==> src/rtl/branch_resolve_queue_if.sv <==
// Interface: branch_resolve_queue_if
// Bundles the fetch push port, the execute resolve port, and the predictor-training and flush
// outputs of branch_resolve_queue.
//   master : fetch/execute side (drives fetch_* and resolve_*, observes queue status and training)
//   slave  : the queue itself
// Optional macro BRQ_STATS_EN adds the stat_branches / stat_mispredicts counters.
interface branch_resolve_queue_if #(
    parameter int unsigned DEPTH  = 4,
    parameter int unsigned WORD_W = 32
);
    localparam int unsigned CntW = $clog2(DEPTH) + 1;

    logic              fetch_valid;
    logic [WORD_W-1:0] fetch_PC;
    logic [WORD_W-1:0] predicted_PC;
    logic              queue_full;
    logic              queue_empty;
    logic [CntW-1:0]   count;
    logic              resolve_valid;
    logic              resolve_is_branch;
    logic              resolve_taken;
    logic [WORD_W-1:0] resolve_target;
    logic              Wr_enable;
    logic              is_taken;
    logic [WORD_W-1:0] update_PC;
    logic [WORD_W-1:0] update_target_PC;
    logic              mispredict;
    logic [WORD_W-1:0] redirect_PC;
`ifdef BRQ_STATS_EN
    logic [31:0]       stat_branches;
    logic [31:0]       stat_mispredicts;
`endif

    modport master (
        output fetch_valid, fetch_PC, predicted_PC,
        output resolve_valid, resolve_is_branch, resolve_taken, resolve_target,
        input  queue_full, queue_empty, count,
        input  Wr_enable, is_taken, update_PC, update_target_PC, mispredict, redirect_PC
`ifdef BRQ_STATS_EN
        , input stat_branches, stat_mispredicts
`endif
    );

    modport slave (
        input  fetch_valid, fetch_PC, predicted_PC,
        input  resolve_valid, resolve_is_branch, resolve_taken, resolve_target,
        output queue_full, queue_empty, count,
        output Wr_enable, is_taken, update_PC, update_target_PC, mispredict, redirect_PC
`ifdef BRQ_STATS_EN
        , output stat_branches, stat_mispredicts
`endif
    );
endinterface

==> src/rtl/branch_resolve_queue.sv <==
// Module: branch_resolve_queue
// In-order circular queue of fetched {PC, predicted next-PC} pairs. Execute resolves the oldest
// entry; the queue produces registered predictor-training outputs and a mispredict flush with the
// correct redirect PC.
// Ports:
//   CLK   : clock, all state updates on rising edge
//   nRST  : synchronous active-low reset
//   bus   : branch_resolve_queue_if.slave (push, resolve, status, training, flush)
// Optional macro BRQ_STATS_EN adds free-running branch and mispredict counters.
module branch_resolve_queue #(
    parameter int unsigned DEPTH  = 4,
    parameter int unsigned WORD_W = 32
) (
    input logic                  CLK,
    input logic                  nRST,
    branch_resolve_queue_if.slave bus
);
    localparam int unsigned PtrW = $clog2(DEPTH);
    localparam int unsigned CntW = PtrW + 1;
    localparam logic [CntW-1:0] FullCnt = CntW'(DEPTH);

    logic [WORD_W-1:0] pc_q   [DEPTH];
    logic [WORD_W-1:0] pred_q [DEPTH];
    logic [PtrW-1:0]   head_q, tail_q;
    logic [CntW-1:0]   count_q;

    logic              wr_q, taken_q, mis_q;
    logic [WORD_W-1:0] upc_q, utgt_q, redir_q;
`ifdef BRQ_STATS_EN
    logic [31:0]       stat_br_q, stat_mis_q;
`endif

    logic              full, empty, pop, push, flush_now;
    logic [WORD_W-1:0] head_pc, head_pred, act_pc;

    always_comb begin
        full      = (count_q == FullCnt);
        empty     = (count_q == '0);
        pop       = bus.resolve_valid & ~empty;
        head_pc   = pc_q[head_q];
        head_pred = pred_q[head_q];
        // Non-branches always fall through, whatever taken/target say.
        act_pc    = (bus.resolve_is_branch & bus.resolve_taken) ? bus.resolve_target
                                                                : head_pc + WORD_W'(4);
        flush_now = pop & (act_pc != head_pred);
        // Full is judged on the current count, so a pop does not make room this cycle.
        push      = bus.fetch_valid & ~full & ~flush_now;
    end

    // Entry storage needs no reset: only slots between head and tail are ever read.
    always_ff @(posedge CLK) begin
        if (push) begin
            pc_q[tail_q]   <= bus.fetch_PC;
            pred_q[tail_q] <= bus.predicted_PC;
        end
    end

    always_ff @(posedge CLK) begin
        if (!nRST) begin
            head_q     <= '0;
            tail_q     <= '0;
            count_q    <= '0;
            wr_q       <= 1'b0;
            taken_q    <= 1'b0;
            mis_q      <= 1'b0;
            upc_q      <= '0;
            utgt_q     <= '0;
            redir_q    <= '0;
`ifdef BRQ_STATS_EN
            stat_br_q  <= '0;
            stat_mis_q <= '0;
`endif
        end else begin
            wr_q  <= pop & bus.resolve_is_branch;
            mis_q <= flush_now;
            // Payload holds its last value between pops.
            if (pop) begin
                taken_q <= bus.resolve_taken;
                upc_q   <= head_pc;
                utgt_q  <= bus.resolve_target;
                redir_q <= act_pc;
            end

            if (flush_now) begin
                // Everything younger than the mispredicted entry is wrong-path.
                head_q  <= '0;
                tail_q  <= '0;
                count_q <= '0;
            end else begin
                if (pop) head_q <= head_q + PtrW'(1);
                if (push) tail_q <= tail_q + PtrW'(1);
                if (push && !pop) count_q <= count_q + CntW'(1);
                else if (pop && !push) count_q <= count_q - CntW'(1);
            end

`ifdef BRQ_STATS_EN
            if (pop && bus.resolve_is_branch) stat_br_q <= stat_br_q + 32'd1;
            if (flush_now) stat_mis_q <= stat_mis_q + 32'd1;
`endif
        end
    end

    assign bus.queue_full       = full;
    assign bus.queue_empty      = empty;
    assign bus.count            = count_q;
    assign bus.Wr_enable        = wr_q;
    assign bus.is_taken         = taken_q;
    assign bus.update_PC        = upc_q;
    assign bus.update_target_PC = utgt_q;
    assign bus.mispredict       = mis_q;
    assign bus.redirect_PC      = redir_q;
`ifdef BRQ_STATS_EN
    assign bus.stat_branches    = stat_br_q;
    assign bus.stat_mispredicts = stat_mis_q;
`endif
endmodule

==> src/flat_wrapper.sv <==
// flat-port wrapper written by rule: the top's interface ports become plain ports
module branch_resolve_queue_flat 
#(
    parameter int unsigned DEPTH  = 4,
    parameter int unsigned WORD_W = 32
)
  (CLK, nRST, bus_fetch_valid, bus_fetch_PC, bus_predicted_PC, bus_resolve_valid, bus_resolve_is_branch, bus_resolve_taken, bus_resolve_target, bus_queue_full, bus_queue_empty, bus_count, bus_Wr_enable, bus_is_taken, bus_update_PC, bus_update_target_PC, bus_mispredict, bus_redirect_PC);
  branch_resolve_queue_if #(.DEPTH(DEPTH), .WORD_W(WORD_W)) bus_i ();
  input logic CLK;
  input logic nRST;
  input wire logic [$bits(bus_i.fetch_valid)-1:0] bus_fetch_valid;
  input wire logic [$bits(bus_i.fetch_PC)-1:0] bus_fetch_PC;
  input wire logic [$bits(bus_i.predicted_PC)-1:0] bus_predicted_PC;
  input wire logic [$bits(bus_i.resolve_valid)-1:0] bus_resolve_valid;
  input wire logic [$bits(bus_i.resolve_is_branch)-1:0] bus_resolve_is_branch;
  input wire logic [$bits(bus_i.resolve_taken)-1:0] bus_resolve_taken;
  input wire logic [$bits(bus_i.resolve_target)-1:0] bus_resolve_target;
  output wire logic [$bits(bus_i.queue_full)-1:0] bus_queue_full;
  output wire logic [$bits(bus_i.queue_empty)-1:0] bus_queue_empty;
  output wire logic [$bits(bus_i.count)-1:0] bus_count;
  output wire logic [$bits(bus_i.Wr_enable)-1:0] bus_Wr_enable;
  output wire logic [$bits(bus_i.is_taken)-1:0] bus_is_taken;
  output wire logic [$bits(bus_i.update_PC)-1:0] bus_update_PC;
  output wire logic [$bits(bus_i.update_target_PC)-1:0] bus_update_target_PC;
  output wire logic [$bits(bus_i.mispredict)-1:0] bus_mispredict;
  output wire logic [$bits(bus_i.redirect_PC)-1:0] bus_redirect_PC;
  assign bus_i.fetch_valid = bus_fetch_valid;
  assign bus_i.fetch_PC = bus_fetch_PC;
  assign bus_i.predicted_PC = bus_predicted_PC;
  assign bus_i.resolve_valid = bus_resolve_valid;
  assign bus_i.resolve_is_branch = bus_resolve_is_branch;
  assign bus_i.resolve_taken = bus_resolve_taken;
  assign bus_i.resolve_target = bus_resolve_target;
  assign bus_queue_full = bus_i.queue_full;
  assign bus_queue_empty = bus_i.queue_empty;
  assign bus_count = bus_i.count;
  assign bus_Wr_enable = bus_i.Wr_enable;
  assign bus_is_taken = bus_i.is_taken;
  assign bus_update_PC = bus_i.update_PC;
  assign bus_update_target_PC = bus_i.update_target_PC;
  assign bus_mispredict = bus_i.mispredict;
  assign bus_redirect_PC = bus_i.redirect_PC;
  branch_resolve_queue #(.DEPTH(DEPTH), .WORD_W(WORD_W)) u_core (.CLK(CLK), .nRST(nRST), .bus(bus_i));
endmodule
==> config.mk <==
export PLATFORM = sky130hd
export DESIGN_NAME = branch_resolve_queue_flat
export DESIGN_NICKNAME = d
export VERILOG_FILES = /design/src/rtl/branch_resolve_queue_if.sv /design/src/rtl/branch_resolve_queue.sv /design/src/flat_wrapper.sv
export SDC_FILE = /design/constraint.sdc
export NUM_CORES = 1
export LEC_CHECK = 0
export ABC_AREA = 1
export ABC_CLOCK_PERIOD_IN_PS = 6300
export CAP_MARGIN = 25
export CORE_AREA = 3 3 174 176
export DETAILED_ROUTE_END_ITERATION = 8
export DIE_AREA = 0 0 177 179
export PLACE_DENSITY = 0.79
export SYNTH_ARGS = -nofsm -noshare
export SYNTH_HDL_FRONTEND = slang
export SYNTH_SLANG_ARGS = --single-unit
==> constraint.sdc <==
create_clock -name CLK -period 6.3 [get_ports CLK]
set_input_delay 1.26 -clock CLK [delete_from_list [all_inputs] [get_ports CLK]]
set_output_delay 1.26 -clock CLK [all_outputs]
set_load 0.05 [all_outputs]
==> impl_metrics.yaml, run 1 <==
status:
  status: "complete, no violations"
floorplan:
  chipHeight_um: 179
  dieArea_sq_um: 31700
  core_sq_um: 28800
  std_cell_rows: 62
  start_util: 0.552
  io_pins: 206
  die_w_um: 177
sta:
  finalSetupTns_ns: 0
  finalSetupViolations: 0
  period_share: 0.842
  drv_slew: 0
  min_period_ns: 5.30
  hold_violations: 0
  worst_slew_pin_slew_ns: 0.898
  rsz0062_at_grt: "no"
  fin_skew_ns: 0.0180
  max_freq_mhz: 189
  timing.slew.headroom: 0.402
worst_setup_path:
  cp_slowest_cell: "nor2_4"
  critical-path-top-delay-family: "simple AND/OR/NAND/NOR gates"
  r2r_slack_ns: 1.0
  worstSetupStartpointType: "flip-flop"
  crit_buf_inv: 4
  setup.worst_path.end_class: "flip-flop"
  r2r_cells: 25
  cp_data_required_time_ns: 6.51
  crit_arrival_ns: 5.51
  path_common_cell: "nand2_1"
  cp_max_fo: 45
  max_stage_delay_ns: 0.67
  r2r_end: "u_core.pred_q[2][3]"
  crit_type: "flip-flop to flip-flop"
synth:
  synth-main-ff-cell: "edfxtp_1"
  synth-async-reset-ratio: 0
  yosys_warnings: 0
  synth_edf_count: 256
  syn-num-nets: 1804
  synth_area_sq_um: 15900
  synth_cell_type_count: 39
  synth.avg_cell_area_sq_um: 9.36
  yosysSeqAreaShare: 0.621
  syn-instance-count: 1696
  ys_seq_elements: 364
cts:
  postCtsHoldBufs: 0
  path_clk_slew_ns: 0.06
  cts_buffer_depth: 3
  ctsResizeCount: 0
  clock-root-buffer: "clkbuf_16"
  post_cts.repair.setup_buffers: 0
  clock_sinks: 364
  htree_levels: 2
  cts_tree: "done"
  cts_buffers: 37
  clk_latency_ns: 0.52
placement:
  io_buffer_count: 205
  placed_area_sq_um: 18200
  dp_hpwl_mm: 30.9
  place_congestion: 0.940
  dp.cells: 2216
route:
  firstDrtPassIters: 9
  drtIter0Drc: 1427
  viasPerCell: 5.67
  drc: 0
  avgRoutedWirePerCell_um: 19.9
  postRouteWirelength_mm: 45.6
  vias: 12973
  antenna_left: 0
grt:
  grt_pass1_vias: 12529
  grt_overflow_total: 0
  antenna_found_initial: 3
  grt_pass1_wl_mm: 68.9
  grt_max_degree: 98
  grt_use_total: 0.283
layout:
  ff_latch_area_sq_um: 9850
  multi_input_area_sq_um: 5390
  area_growth_pct: 22.3
  final_nets: 1979
  utilization: 0.674
  final_area_sq_um: 19400
  nFillCells: 2227
  drive_above_1_share: 0.0668
  fin_cells: 2286
worst_hold_path:
  hp-start: "u_core.bus.update_target_PC[2]"
  worstHoldEndpoint: "u_core.bus.update_target_PC[2]"
  worst_hold_path_type: "flip-flop to flip-flop"
  hold_path_depth: 2
power_and_ir_drop:
  power_density_nw_per_um2: 481
  p_leak_nw: 7.55
  ir_worst_vdd_mv: 0.243
run:
  maxCapViolCount: 0
## logic make-up after synthesis
family	count (synthesis)	share of synthesized area
and+or+nand+nor	893	0.233
DFF	364	0.621
AOI/OAI and AO/OA	271	0.0929
buffers and inverters	152	0.0425
xor gates and xnor gates	10	0.00552
adders and majority gates	6	0.00520
## worst reg2reg max path, delay by kind of cell (launching register included)
kind                       cells  cell delay [ns]
buffers and inverters          4             1.14
adders and majority gates      1             0.20
DFF                            1             0.65
and+or+nand+nor               20             3.02
## flip-flops by register name (all words and copies together), names as in the netlist, 2 cells and up, named ones only
register	count
u_core.bus.update_PC	32
u_core.bus.count	3
u_core.tail_q	2
u_core.pc_q	128
u_core.bus.redirect_PC	32
u_core.bus.update_target_PC	32
u_core.pred_q	128
u_core.head_q	2
## synth_stat cells, drive strengths merged, types with 6 or more instances
cell type  number  area, sq um
o211ai         11         82.6
dfxtp         108         2160
or2            18          113
nand2         545         2070
edfxtp        256         7690
nand3b         15          113
o22ai          19          119
a21oi          71          355
xor2            6         52.6
o21ai         151          756
a32oi          14          123
nand3          96          490
inv            67          251
nor2          207          847
clkbuf         49          184
buf            35          235
nand4           6         37.5
## per-stage QoR
| step | worst slack [ns] | hold slack [ns] | power (W) |
|---|---|---|---|
| floorplan | 0.411 | 0.480 | 0.00585 |
| global placement | 1.12 | 0.453 | 0.00709 |
| detailed placement | 1.07 | 0.473 | 0.00716 |
| CTS | 1.04 | 0.488 | 0.00929 |
| global route | 0.423 | 0.507 | 0.00978 |
| finish | 0.996 | 0.479 | 0.00933 |
## report_power, final
group          switching (W)  total (W)  internal (W)
clock               0.000894    0.00215       0.00125
combinational        0.00278    0.00389       0.00111
sequential          0.000235    0.00329       0.00306
total                0.00391    0.00933       0.00542
## how the worst max path moves through the flow
stage / endpoint / slack, ns / cells past startpoint
2_1_floorplan: u_core.pc_q[0][0] / 0.41 / 11
3_3_place_gp: u_core.pc_q[2][28] / 1.12 / 13
3_5_place_dp: u_core.pc_q[2][30] / 1.07 / 13
4_1_cts: u_core.pc_q[2][30] / 1.04 / 25
5_1_grt: u_core.pc_q[2][31] / 0.42 / 25
6_report: u_core.pred_q[2][3] / 1.0 / 25
## placed cells by master (no fill, tap or decap), drive strengths merged, types with 4 or more instances in the layout
cell type	n
o211ai	11
clkinv	9
o22ai	19
nand2	545
nand3	96
buf	16
ha	5
a21oi	71
or2	18
nand4	6
clkbuf	57
edfxtp	256
xor2	6
a32oi	14
clkdlybuf4s50	204
o21ai	151
nor2	207
xnor2	4
dfxtp	108
nand3b	15
inv	68
## area by class of cell
class                      count  share of cell area
sequential                   364               0.508
multi-input combinational   1180               0.277
timing repair buffer         220               0.115
clock buffer                  57              0.0569
tap                          384              0.0248
inverter                      68              0.0133
clock inverter                11             0.00451
antenna                        2            0.000258
## metal layers
metal,wire (um),up-vias,GRT usage,share of wire
met4,1430,4,0.0897,0.031
met3,4990,108,0.0733,0.11
met1,17900,6085,0.365,0.39
met5,27,-,0,0.00059
met2,21300,709,0.470,0.47
li1,-,6067,-,-
No activity file was read; power rests on OpenSTA's default activity.
==> run 2, diff against run 1 <==
ABC_CLOCK_PERIOD_IN_PS = 4900   (was 6300)
clock period = 4.9 ns   (was 6.3 ns; I/O delays follow)
==> impl_metrics.yaml, run 2 (synthesis gave the netlist of run 1 again) <==
placement:
  place_congestion: 0.950
  dp_hpwl_mm: 31.4
  io_buffer_count: 205
floorplan:
  std_cell_rows: 62
  core_sq_um: 28800
  io_pins: 206
  chipHeight_um: 179
  start_util: 0.552
  dieArea_sq_um: 31700
  die_w_um: 177
sta:
  finalSetupViolations: 0
  fin_skew_ns: 0.0181
  max_freq_mhz: 225
  hold_violations: 0
  period_share: 0.909
  worst_slew_pin_slew_ns: 0.964
  min_period_ns: 4.45
  drv_slew: 0
  rsz0062_at_grt: "no"
  timing.slew.headroom: 0.358
status:
  status: "complete, no violations"
route:
  firstDrtPassIters: 8
  vias: 12960
  postRouteWirelength_mm: 45.7
  antenna_left: 0
  drtIter0Drc: 1369
  avgRoutedWirePerCell_um: 19.9
  viasPerCell: 5.65
  drc: 0
grt:
  grt_pass1_wl_mm: 69.0
  grt_overflow_total: 0
  grt_max_degree: 80
  grt_use_total: 0.285
  antenna_found_initial: 2
  grt_pass1_vias: 12057
cts:
  cts_buffer_depth: 3
  path_clk_slew_ns: 0.06
  cts_tree: "done"
  clock_sinks: 364
  post_cts.repair.setup_buffers: 0
  cts_buffers: 37
  htree_levels: 2
  ctsResizeCount: 0
  postCtsHoldBufs: 0
  clock-root-buffer: "clkbuf_16"
  clk_latency_ns: 0.53
layout:
  final_common_cell: "nand2_1"
  top_regs: "u_core.pc_q (128), u_core.pred_q (128)"
  final_nets: 1990
  layout_common_cells: "nand2_1 (536), edfxtp_1 (256), clkdlybuf4s50_1 (204)"
  area_growth_pct: 23.2
  multi_input_area_sq_um: 5390
  nFillCells: 2170
  ff_latch_area_sq_um: 9850
  antenna_cells: 0
  drive_above_1_share: 0.0733
  utilization: 0.679
worst_setup_path:
  cp_max_fo: 64
  crit_arrival_ns: 4.62
  worstSetupStartpointType: "flip-flop"
  setup.worst_path.end_class: "flip-flop"
  cp_data_required_time_ns: 5.06
  r2r_slack_ns: 0.45
  crit_type: "flip-flop to flip-flop"
power_and_ir_drop:
  power_density_nw_per_um2: 621
  ir_worst_vdd_mv: 0.340
  finalPower_w: 0.0121
  p_leak_nw: 7.64
worst_hold_path:
  worst_hold_path_type: "flip-flop to flip-flop"
run:
  maxCapViolCount: 0
-- run 2: cell count changes in the layout (fill, tap and decap cells not counted), sizes merged --
| cell | previous run | this run |
|---|---|---|
| clkbuf | 57 | 53 |
| diode | 2 | 0 |
| buf | 16 | 27 |
| inv | 68 | 71 |
| bufinv | 1 | 2 |
| clkinvlp | 1 | 0 |
| clkinv | 9 | 10 |
-- run 2: worst paths after layout --
| check | cells after the start | from | to |
|---|---|---|---|
| hold reg to reg | 2 | u_core.bus.update_target_PC[14] | u_core.bus.update_target_PC[14] |
| setup reg to reg | 25 | flip-flop | u_core.pred_q[2][16] |
| hold / removal | 2 | u_core.bus.update_target_PC[14] | u_core.bus.update_target_PC[14] |
| setup / recovery | 25 | flip-flop | u_core.pred_q[2][16] |
-- run 2: routing by layer --
metal  share of wire  global-route usage
met3            0.11              0.0709
met2            0.45               0.443
met1            0.40               0.391
met5         0.00059                   0
met4           0.040               0.107
-- run 2: report_power, final --
| group | internal, W | switching (W) |
|---|---|---|
| logic | 0.00146 | 0.00364 |
| clock network | 0.00168 | 0.00117 |
| registers | 0.00393 | 0.000266 |
-- run 2: critical path: stages (launching register included) --
cell,delay (ns)
dfxtp_4,0.37
buf_4,0.37
nand2_1,0.13
o21ai_0,0.11
nand2_1,0.07
nand2_1,0.13
ha_1,0.20
inv_1,0.05
nor2_1,0.22
nand3_1,0.22
nor2_4,0.24
nand2_1,0.09
nand2_1,0.08
nand2_1,0.07
nand2_1,0.10
nand2_1,0.08
nand2_1,0.06
nand2_1,0.06
nor2_1,0.08
nand2_1,0.06
nor2_1,0.15
nand3_2,0.13
nand2_2,0.10
nand2_1,0.27
nor2_4,0.21
buf_12,0.31
-- run 2: through the flow --
step	std cells	instance area, sq um	setup slack [ns]	TNS, ns	hold WS (ns)
6_report	2295	19600	0.447	0	0.480
5_1_grt	2295	19600	0.111	0	0.503
4_1_cts	2295	19600	0.584	0	0.485
3_5_place_dp	2227	18300	0.594	0	0.473
3_3_place_gp	2227	18300	0.657	0	0.455
2_1_floorplan	1696	15900	-0.826	-211.47	0.480
-- run 2: area by class of cell --
cell class              instances  share of cell area
clock buffers                  53              0.0562
repair buffers                231               0.119
clock inverters                15             0.00755
well taps                     384              0.0246
flip-flops and latches        364               0.504
multi-input cells            1180               0.275
inverters                      68              0.0132
==> run 3, diff against run 2 <==
CAP_MARGIN = 10   (was 25)
==> results of run 3 <==
Final layout, timing and power as in run 2 (identical DEF).
